**src/rtl/muldiv_ctrl.sv**
```systemverilog
// Sequencing controller for the EXE-stage multiplier and divider: one request at a
// time, single-cycle start pulse, result capture/hold, flush, divide-by-zero and watchdog.
module muldiv_ctrl #(
  parameter int TIMEOUT_CYC = 64,
  parameter int CNT_W       = 7
) (
  input  logic        clk,
  input  logic        resetn,
  input  logic        req_valid,
  output logic        req_ready,
  input  logic [6:0]  req_op,
  input  logic [31:0] req_src1,
  input  logic [31:0] req_src2,
  input  logic        flush,
  output logic        rsp_valid,
  input  logic        rsp_ready,
  output logic [31:0] rsp_result,
  output logic        rsp_err,
  output logic        busy,
  output logic        mul_start,
  output logic        mul_signed,
  output logic [31:0] mul_op_a,
  output logic [31:0] mul_op_b,
  input  logic        mul_done,
  input  logic [63:0] mul_product,
  output logic        div_start,
  output logic        div_signed,
  output logic [31:0] div_dividend,
  output logic [31:0] div_divisor,
  input  logic        div_done,
  input  logic [31:0] div_quotient,
  input  logic [31:0] div_remainder,
  input  logic        div_by_zero
);

  typedef enum logic [2:0] {S_IDLE, S_LAUNCH, S_WAIT, S_HOLD, S_DRAIN} state_t;

  state_t            state_q, state_d;
  logic [6:0]        op_q;
  logic [31:0]       src1_q, src2_q;
  logic [31:0]       result_q, result_d;
  logic              err_q, err_d;
  logic              pend_q, pend_d;
  logic [CNT_W-1:0]  cnt_q, cnt_d;

  logic              accept, op_legal, is_mul, sel_done, sel_err, cnt_last;
  logic [31:0]       sel_result;

  assign accept   = req_valid & req_ready;
  assign op_legal = (req_op != 7'd0) && ((req_op & (req_op - 7'd1)) == 7'd0);
  assign is_mul   = |op_q[2:0];
  assign sel_done = is_mul ? mul_done : div_done;
  assign sel_err  = is_mul ? 1'b0 : div_by_zero;
  assign cnt_last = (cnt_q == CNT_W'(TIMEOUT_CYC - 1));

  always_comb begin
    if (op_q[0])               sel_result = mul_product[31:0];
    else if (op_q[1] | op_q[2]) sel_result = mul_product[63:32];
    else if (op_q[3] | op_q[5]) sel_result = div_quotient;
    else                        sel_result = div_remainder;
  end

  always_ff @(posedge clk or negedge resetn) begin
    if (!resetn) begin
      state_q  <= S_IDLE;
      result_q <= 32'd0;
      err_q    <= 1'b0;
      pend_q   <= 1'b0;
      cnt_q    <= '0;
    end else begin
      state_q  <= state_d;
      result_q <= result_d;
      err_q    <= err_d;
      pend_q   <= pend_d;
      cnt_q    <= cnt_d;
    end
  end

  // Operands only change on accept, so they stay stable through LAUNCH/WAIT/DRAIN.
  always_ff @(posedge clk or negedge resetn) begin
    if (!resetn) begin
      op_q   <= 7'd0;
      src1_q <= 32'd0;
      src2_q <= 32'd0;
    end else if (accept) begin
      op_q   <= req_op;
      src1_q <= req_src1;
      src2_q <= req_src2;
    end
  end

  always_comb begin
    state_d  = state_q;
    result_d = result_q;
    err_d    = err_q;
    pend_d   = pend_q;
    cnt_d    = cnt_q;
    case (state_q)
      S_IDLE: begin
        if (accept) begin
          if (op_legal) begin
            state_d = S_LAUNCH;
          end else begin
            state_d  = S_HOLD;
            result_d = 32'd0;
            err_d    = 1'b1;
          end
        end
      end
      S_LAUNCH: begin
        cnt_d   = '0;
        pend_d  = 1'b0;
        state_d = flush ? S_IDLE : S_WAIT;
      end
      S_WAIT: begin
        cnt_d = cnt_q + 1'b1;
        if (sel_done) begin
          if (flush) begin
            state_d = S_IDLE;
          end else begin
            state_d  = S_HOLD;
            result_d = sel_result;
            err_d    = sel_err;
          end
        end else if (flush) begin
          state_d = S_DRAIN;
          pend_d  = 1'b0;
        end else if (cnt_last) begin
          // The unit still owes a done; the error response waits for it.
          state_d  = S_DRAIN;
          pend_d   = 1'b1;
          result_d = 32'd0;
          err_d    = 1'b1;
        end
      end
      S_DRAIN: begin
        if (flush) pend_d = 1'b0;
        if (sel_done) state_d = (pend_q & ~flush) ? S_HOLD : S_IDLE;
      end
      S_HOLD: begin
        if (rsp_ready | flush) state_d = S_IDLE;
      end
      default: state_d = S_IDLE;
    endcase
  end

  always_comb begin
    req_ready    = (state_q == S_IDLE) & ~flush;
    busy         = (state_q != S_IDLE);
    rsp_valid    = (state_q == S_HOLD);
    rsp_result   = result_q;
    rsp_err      = err_q;
    mul_start    = (state_q == S_LAUNCH) & ~flush & is_mul;
    div_start    = (state_q == S_LAUNCH) & ~flush & ~is_mul;
    mul_signed   = op_q[0] | op_q[1];
    div_signed   = op_q[3] | op_q[4];
    mul_op_a     = src1_q;
    mul_op_b     = src2_q;
    div_dividend = src1_q;
    div_divisor  = src2_q;
  end

endmodule
```
**config.mk**
```make
export PLATFORM = sky130hd
export DESIGN_NAME = muldiv_ctrl
export DESIGN_NICKNAME = d
export VERILOG_FILES = /design/src/rtl/muldiv_ctrl.sv
export SDC_FILE = /design/constraint.sdc
export NUM_CORES = 1
export LEC_CHECK = 0
export ABC_AREA = 1
export CORE_ASPECT_RATIO = 0.5
export CORE_MARGIN = 3
export CORE_UTILIZATION = 35
export CTS_BUF_LIST = sky130_fd_sc_hd__clkbuf_4
export DETAILED_ROUTE_END_ITERATION = 6
export GPL_TIMING_DRIVEN = 1
export PLACE_DENSITY = 0.74
export SYNTH_ARGS = -nofsm -noshare
export SYNTH_HDL_FRONTEND = slang
export SYNTH_SLANG_ARGS = --single-unit
```
**constraint.sdc**
```tcl
create_clock -name clk -period 2.9 [get_ports clk]
set_input_delay 0.58 -clock clk [delete_from_list [all_inputs] [get_ports clk]]
set_output_delay 0.58 -clock clk [all_outputs]
set_load 0.005 [all_outputs]
```
---- After elaboration in Yosys (flattened, before gate mapping) ----
Index checks and enable logic that the tools add are counted.
storage, ports and cells
  register bits ........................... 114
  input bits .............................. 207
  output and inout port bits .............. 168
  logic and storage cells ................. 86
cells by class
  add/sub/neg operators ................... 2
  equality and inequality tests ........... 15
  multiplexer cells ....................... 35
  bitwise logic cells ..................... 14
  reduce and logical (&&, ||, !) cells .... 12
operators with widths
  cell                                                  count
  two-way mux 32 bit                                    9
  case mux 32 bit (2 select lines)                      1
  two-way mux 3 bit                                     6
  case mux 3 bit (5 select lines)                       1
  case mux 7 bit (2 select lines)                       1
  != test 2 bit (second input constant)                 6
  two-way mux 1 bit                                     11
  two-way mux 2 bit                                     4
  AND reduction 4 bit                                   2
  adder 7 x 1 -> 7 bit (second input constant)          1
  AND 7 bit                                             1
  equality test 7 x 6 -> 1 bit (second input constant)  1
  logical NOT 7 bit                                     1
  nonzero test 7 bit                                    1
  subtractor 7 x 1 -> 7 bit (second input constant)     1
  AND 1 bit                                             6
  equality test 3 x 2 -> 1 bit (second input constant)  2
  != test 3 bit (second input constant)                 2
  nonzero test 3 bit                                    2
  bitwise OR 1 bit                                      5
  AND reduction 5 bit                                   1
  != test 4 bit (second input constant)                 1
  nonzero test 2 bit                                    2
  equality test 3 x 1 -> 1 bit (second input constant)  1
  other kinds (8)                                       9

---- Longest topological paths before layout ----
Gate-level depths: netlist of the first run.
  depth in word-level cells ............... 7
  depth in mapped cells ................... 10
  depth with buffers taken out ............ 10

---- Worst setup path after synthesis of the first run ----
OpenSTA, ideal clock, no wires.
  path kind ............................... input-to-reg
  from .................................... input port req_op[2]
  to ...................................... register result_q[0], in the netlist rsp_result[0]
  library setup time ...................... 0.116 ns
  data arrival time ....................... 1.517 ns
  required time ........................... 2.784 ns
  slack ................................... 1.267 ns
  stages on the path ...................... 9
  buffers on the path ..................... 1
  path through ............................ nor2_1 > nand2_1 > nand2_1 > nand2_1 > inv_1 > nand4_1 > buf_2 > nand3_1 > nand2_1
between the ends
  longest elaborated chain between the ends .. 6
  elaborated cells on any way between the ends .. 7
  classes of those cells .................. 1 x add/sub; 1 x eq/ne; 1 x bitwise; 4 x reduce/logical
RTL lines
  item                                      RTL line  RTL
  from (decl)                               11        input logic [6:0] req_op,
  subtractor 7 x 1 -> 7 bit                 50        assign op_legal = (req_op != 7'd0) && ((req_op & (req_op - 7'd1)) == 7'd0);
  AND 7 bit                                 50
  logical NOT 7 bit                         50
  logical AND 1 bit (*)                     50
  != test 2 bit (no source line) (*)        -
  AND reduction 5 bit (no source line) (*)  -
  to (signal assigned)                      72        result_q <= result_d;
  to (decl)                                 41        logic [31:0] result_q, result_d;
Every way passes the cells marked *; elsewhere a longest branch is shown, timed or not.
A chain may end at the register's enable or synchronous reset.

---- Worst setup path in the final report of the first run ----
  from .................................... register op_q[0]
  to ...................................... output port div_start
between the ends
  longest elaborated chain between the ends .. 3
RTL lines
  item                    RTL line  RTL
  from (decl)             39        logic [6:0] op_q;
  from (signal assigned)  86        op_q <= req_op;
  OR reduction 3 bit      51        assign is_mul = |op_q[2:0];
  inverter 1 bit          154       div_start = (state_q == S_LAUNCH) & ~flush & ~is_mul;
  AND 1 bit               154
  to (decl)               26        output logic div_start,
No other way between the ends.

==> summary.txt, run 1 <==
Run status
  • Outcome: finished clean

Drt
  • Drt pass-1 iters: 5
  • Routed length per placed instance: 14.74 um
  • Routed Antenna Nets: 0
  • 1st-iter DRT viols: 361
  • Drt total wl: 22820 um
  • Drt via density: 4.550
  • Via count: 7043
  • Number of remaining DRC errors: 0

Timing
  • Final worst path period share: 92.99%
  • Final Hold Vio Count: 0
  • Worst slew pin tran: 0.5273 ns
  • Minimum clock period: 2.697 ns
  • Slew Viols, Final: 0
  • Fmax: 370.8 MHz
  • Slew headroom: 64.85%
  • Setup TNS: 0 ns
  • Clock skew: 0.02163 ns
  • Final setup fails: 0

Cells and area
  • Number of diodes: 0
  • Final #Nets: 1484
  • Design area: 10540 sq um
  • Most frequent cells in the layout: nand2_1 (431), clkdlybuf4s50_1 (373), dfrtp_1 (114), inv_1 (85), nand3_1 (82)
  • Filler cells: 1795
  • Layout cell share with drive strength beyond 1: 7.836%
  • Commonest non-fill, non-tap cell in the layout: nand2_1
  • Final core utilization: 56.49%
  • Layout area overhead: 56.21%
  • Fin cells: 1548

Worst setup path
  • Cells on worst reg2reg path: 9
  • CP max FO: 35
  • Slowest cell on crit path: clkdlybuf4s50_1
  • R2R Path End: rsp_result[25]
  • CP Class: flip-flop to output pin
  • Biggest cell delay along the critical path: 0.51 ns
  • Cell depth of the worst setup path: 4
  • Critical path buffers and inverters: 2
  • R2r setup slk: 0.71 ns
  • Crit-path cells: clkinv_2, nand2_4, nor2_1, clkdlybuf4s50_1
  • Startpoint types: flip-flop
  • Worst Path Required: 2.32 ns
  • Critical register-to-register path startpoint: op_q[2]
  • Largest delay share family, worst path: buffers and inverters
  • CP Capture Type: output pin
  • Critical Path AT: 2.12 ns

Placed design
  • Routability Congestion: 0.9007
  • Port bufs: 374
  • Placed cell count: 1516
  • Post-placement cell area: 10270 sq um
  • Dpl hpwl: 17930 um

Worst hold path
  • Hold Crit Class: input pin to async pin

Clock network
  • Clock Tree Root: clkbuf_4
  • Max Buffers Root-to-Sink: 2
  • CTS clk-pin slew, worst paths: 0.11 ns
  • CTS tree: built
  • CTS sink count: 114
  • Num CTS Buffers: 17
  • Clk_lat worst skew: 0.52 ns
  • Postcts setup bufs: 0
  • H-tree levels: 4

Global routing
  • Number of global-route vias before repair: 6905
  • Largest net degree at the start of global routing: 74
  • Global-route wire length before repair: 36400 um
  • Total track usage: 21.32%
  • Remaining Overflow, GRT: 0
  • Initial antenna violation count: 0

Logic synthesis
  • Synth cell types: 29
  • Syn_area_per_cell: 6.898 sq um
  • Post-Synthesis Cells: 978
  • Yosys top cell area share: 42.28%
  • Mapped Area: 6746 sq um
  • Synth area leader: dfrtp_1
  • Ys Warns: 0
  • Syn nets: 1186
  • Synthesized flop and latch total: 114
  • Largest cells by area after synthesis: dfrtp_1 (42%), nand2_1 (24%), buf_4 (7.1%), nand3_1 (6.2%), inv_1 (4.8%)
  • Sequential area share after synthesis: 42.28%

Floorplanning
  • Die Area: 21080 sq um
  • Io pins: 375
  • Row count: 35
  • Initial core utilization: 36.16%
  • Die width: 202.3 um
  • Die H: 104.2 um
  • Core region area: 18660 sq um

Pwr
  • Pwr Total: 9.505 mW
  • Worst VDD drop: 0.5286 mV
  • Power per cell area: 901.9 nW/um^2
  • P_leak: 5.240 nW

Flow run
  • Max cap viols: 0
## repair_timing
item,CTS,global route
hold endpoints to repair,0,0
resized for setup,0,2
hold buffers,0,0
setup endpoints to repair,0,2
## cell usage after synthesis
cell type,instances
a21oi_1,3
buf_1,5
buf_2,20
buf_4,64
buf_6,3
clkbuf_1,18
dfrtp_1,114
ha_1,1
inv_1,86
inv_2,2
nand2_1,431
nand2_2,3
nand2_4,2
nand3_1,83
nand3_2,2
nand3b_1,1
nand4_1,1
nor2_1,46
nor2_2,4
nor2_4,2
nor2_8,1
nor3_1,2
nor3_2,1
o21ai_0,46
o22ai_1,1
or2_1,1
or2_2,33
xnor2_1,1
xor2_1,1
## through the flow
stage	setup slack [ns]	hold slack (ns)
2_1_floorplan	1.267	0.2844
3_3_place_gp	0.4578	0.4545
3_5_place_dp	0.4615	0.4646
4_1_cts	0.05303	0.006596
5_1_grt	-0.004174	0.02986
6_report	0.2032	0.03342
## layout make-up
class                      count  area [sq um]  share of cell area [%]
tap                          259         324.1                   3.075
timing repair buffer         389          3891                   36.92
multi-input combinational    666          2877                   27.29
clock inverter                15         135.1                   1.282
sequential                   114          2853                   27.07
inverter                      88         331.6                   3.146
clock buffer                  17         127.6                   1.211
## per-layer routing
metal,global-route usage (%),share of wire [%],routed length (um),vias up
met2,38.71,52,11810,206
met3,3.876,5.0,1133,29
met1,26.07,41,9464,3302
met5,0,0,0,-
met4,5.778,1.8,406,0
li1,-,-,-,3506
## how the worst max path moves through the flow
| stage | end | slack (ns) | start |
|---|---|---|---|
| final | div_start | 0.20 | op_q[0] |
| after global routing | div_start | -0.004 | op_q[0] |
| after CTS | div_start | 0.05 | op_q[0] |
| after detailed placement | mul_start | 0.46 | flush |
| after global placement | mul_start | 0.46 | flush |
| after floorplan | rsp_result[0] | 1.27 | req_op[2] |
## state kept, by name, indices dropped and copies added (netlist names)
register,count
div_divisor,32
cnt_q,7
op_q,6
rsp_result,32
rsp_err,1
pend_q,1
div_dividend,32
state_q,3
## power breakdown
group	switching [mW]	leakage [nW]	internal, mW
Combinational	2.63	3.63	2.91
Clock	0.674	0.131	0.430
Sequential	0.579	1.48	2.28
Total	3.88	5.24	5.62
## cell families after synthesis
group / after synthesis / synth area share (%)
XOR/XNOR: 2 / 0.2597
adder cells (fa/ha/maj): 1 / 0.1854
AND/OR/NAND/NOR: 613 / 38.26
buffers and inverters: 198 / 15.28
flip-flops: 114 / 42.28
AO/OA/AOI/OAI: 50 / 3.728
(Power assumes the default switching activity.)
==> run 2, diff against run 1 <==
Settings changed: CORE_UTILIZATION 35 to 30, PLACE_DENSITY 0.74 to 0.65.
==> summary.txt, run 2 (same netlist as run 1, synthesis figures left out) <==
Drt
  • Drt via density: 4.428
  • 1st-iter DRT viols: 334
  • Drt total wl: 23400 um
  • Via count: 7041
  • Drt pass-1 iters: 7
  • Routed Antenna Nets: 0
  • Routed length per placed instance: 14.72 um
  • Number of remaining DRC errors: 1

Flow run
  • Max cap viols: 0

Clock network
  • Num CTS Buffers: 17
  • Clock Tree Root: clkbuf_4
  • CTS sink count: 114
  • H-tree levels: 4
  • CTS clk-pin slew, worst paths: 0.09 ns
  • Max Buffers Root-to-Sink: 2
  • Clk_lat worst skew: 0.51 ns
  • CTS Hold Bufs: 0
  • Post-CTS Resized: 0
  • CTS tree: built
  • Postcts setup bufs: 0

Global routing
  • Remaining Overflow, GRT: 0
  • Number of global-route vias before repair: 7042
  • Largest net degree at the start of global routing: 75
  • Initial antenna violation count: 0
  • Total track usage: 18.94%
  • Global-route wire length before repair: 36860 um

Worst setup path
  • CP Capture Type: output pin
  • Most frequent cell on the critical path: inv_1
  • Cells on worst reg2reg path: 9
  • Cell depth of the worst setup path: 6
  • Biggest cell delay along the critical path: 0.57 ns
  • Worst Path Required: 2.32 ns
  • CP max FO: 5
  • Largest delay share family, worst path: buffers and inverters
  • CP Class: flip-flop to output pin
  • Crit-path cells: inv_1, nand3_2, nor2_1, inv_1, a21oi_1, clkdlybuf4s50_1
  • Startpoint types: flip-flop
  • Critical Path AT: 2.14 ns
  • Critical path buffers and inverters: 3
  • Slowest cell on crit path: clkdlybuf4s50_1

Placed design
  • Routability Congestion: 0.8579
  • Dpl hpwl: 18380 um
  • Placement Setup Slack: 0.3779 ns
  • Port bufs: 374

Floorplanning
  • Initial core utilization: 30.85%
  • Die width: 218.1 um
  • Die H: 112.0 um
  • Die Area: 24430 sq um
  • Core region area: 21870 sq um
  • Io pins: 375
  • Row count: 38

Cells and area
  • Filler cells: 2176
  • Commonest non-fill, non-tap cell in the layout: nand2_1
  • Final core utilization: 48.53%
  • Number of diodes: 0
  • Most frequent cells in the layout: nand2_1 (431), clkdlybuf4s50_1 (373), dfrtp_1 (114), inv_1 (85), nand3_1 (82)
  • Layout area overhead: 57.33%
  • Final #Nets: 1487
  • Layout cell share with drive strength beyond 1: 7.674%

Timing
  • RSZ-0062 raised after global routing: no
  • Final worst path period share: 93.70%
  • Slew headroom: 54.88%
  • Setup TNS: 0 ns
  • Worst setup margin: 0.1828 ns
  • Slew Viols, Final: 0
  • Fmax: 368.0 MHz
  • Final Hold Vio Count: 0
  • Clock skew: 0.01405 ns
  • Minimum clock period: 2.717 ns
  • Final setup fails: 0
  • Worst slew pin tran: 0.6768 ns

Pwr
  • Power per cell area: 905.6 nW/um^2
  • Worst VDD drop: 0.3151 mV
  • P_leak: 5.259 nW

Worst hold path
  • Hold Crit Class: input pin to async pin

Run status
  • Violated checks: DRC
  • Outcome: complete, but fails checks
-- run 2: area by class of cell --
class	count	area, sq um	share of cell area, %
Clock buffer	18	135.1	1.273
Clock inverter	12	142.6	1.344
Inverter	88	330.3	3.112
Multi-Input combinational cell	666	2877	27.10
Sequential cell	114	2853	26.88
Tap cell	300	375.4	3.536
Timing Repair Buffer	392	3901	36.76
-- run 2: report_power, final --
| group | leakage, nW | total, mW | switching [mW] | internal [mW] |
|---|---|---|---|---|
| Sequential | 1.48 | 2.87 | 0.583 | 2.28 |
| Combinational | 3.64 | 5.53 | 2.62 | 2.91 |
| Clock | 0.142 | 1.21 | 0.626 | 0.587 |
-- run 2: final timing paths --
| path | startpoint | slack (ns) | end |
|---|---|---|---|
| max | state_q[1] | 0.18 | mul_start |
| min | resetn | 0.09 | div_dividend[21] |
| max reg2reg | op_q[2] | 0.81 | rsp_result[8] |
| min reg2reg | rsp_result[13] | 0.48 | rsp_result[13] |
| max in group asynchronous | resetn | 2.11 | div_divisor[28] |
| min in group clk | rsp_result[13] | 0.48 | rsp_result[13] |
-- run 2: worst reg2reg max path, stage by stage (launching register included) --
cell	delay, ns
dfrtp_1	0.42
nor2_4	0.19
buf_4	0.25
nand3_1	0.14
nand3_2	0.14
nor2_4	0.06
nor2_8	0.28
nand2_4	0.28
nand2_1	0.16
nand2_1	0.06
-- run 2: stage by stage --
step / total power [mW] / hold slack, ns / cell area, sq um / std cells
floorplan: 5.741 / 0.2844 / 6746 / 978
global placement: 8.384 / 0.4555 / 10330 / 1560
detailed placement: 8.503 / 0.4576 / 10330 / 1560
CTS: 9.748 / 0.05817 / 10610 / 1590
global route: 10.43 / 0.08694 / 10610 / 1590
finish: 9.612 / 0.08823 / 10610 / 1590
-- run 2: metal layers --
metal  vias to the layer above  track usage, %  wire length, um
li1                       3506               -                -
met1                      3320           22.84             9632
met2                       183           34.35            12160
met3                        32           3.679             1148
met4                         0           5.816              459
met5                         -               0                0
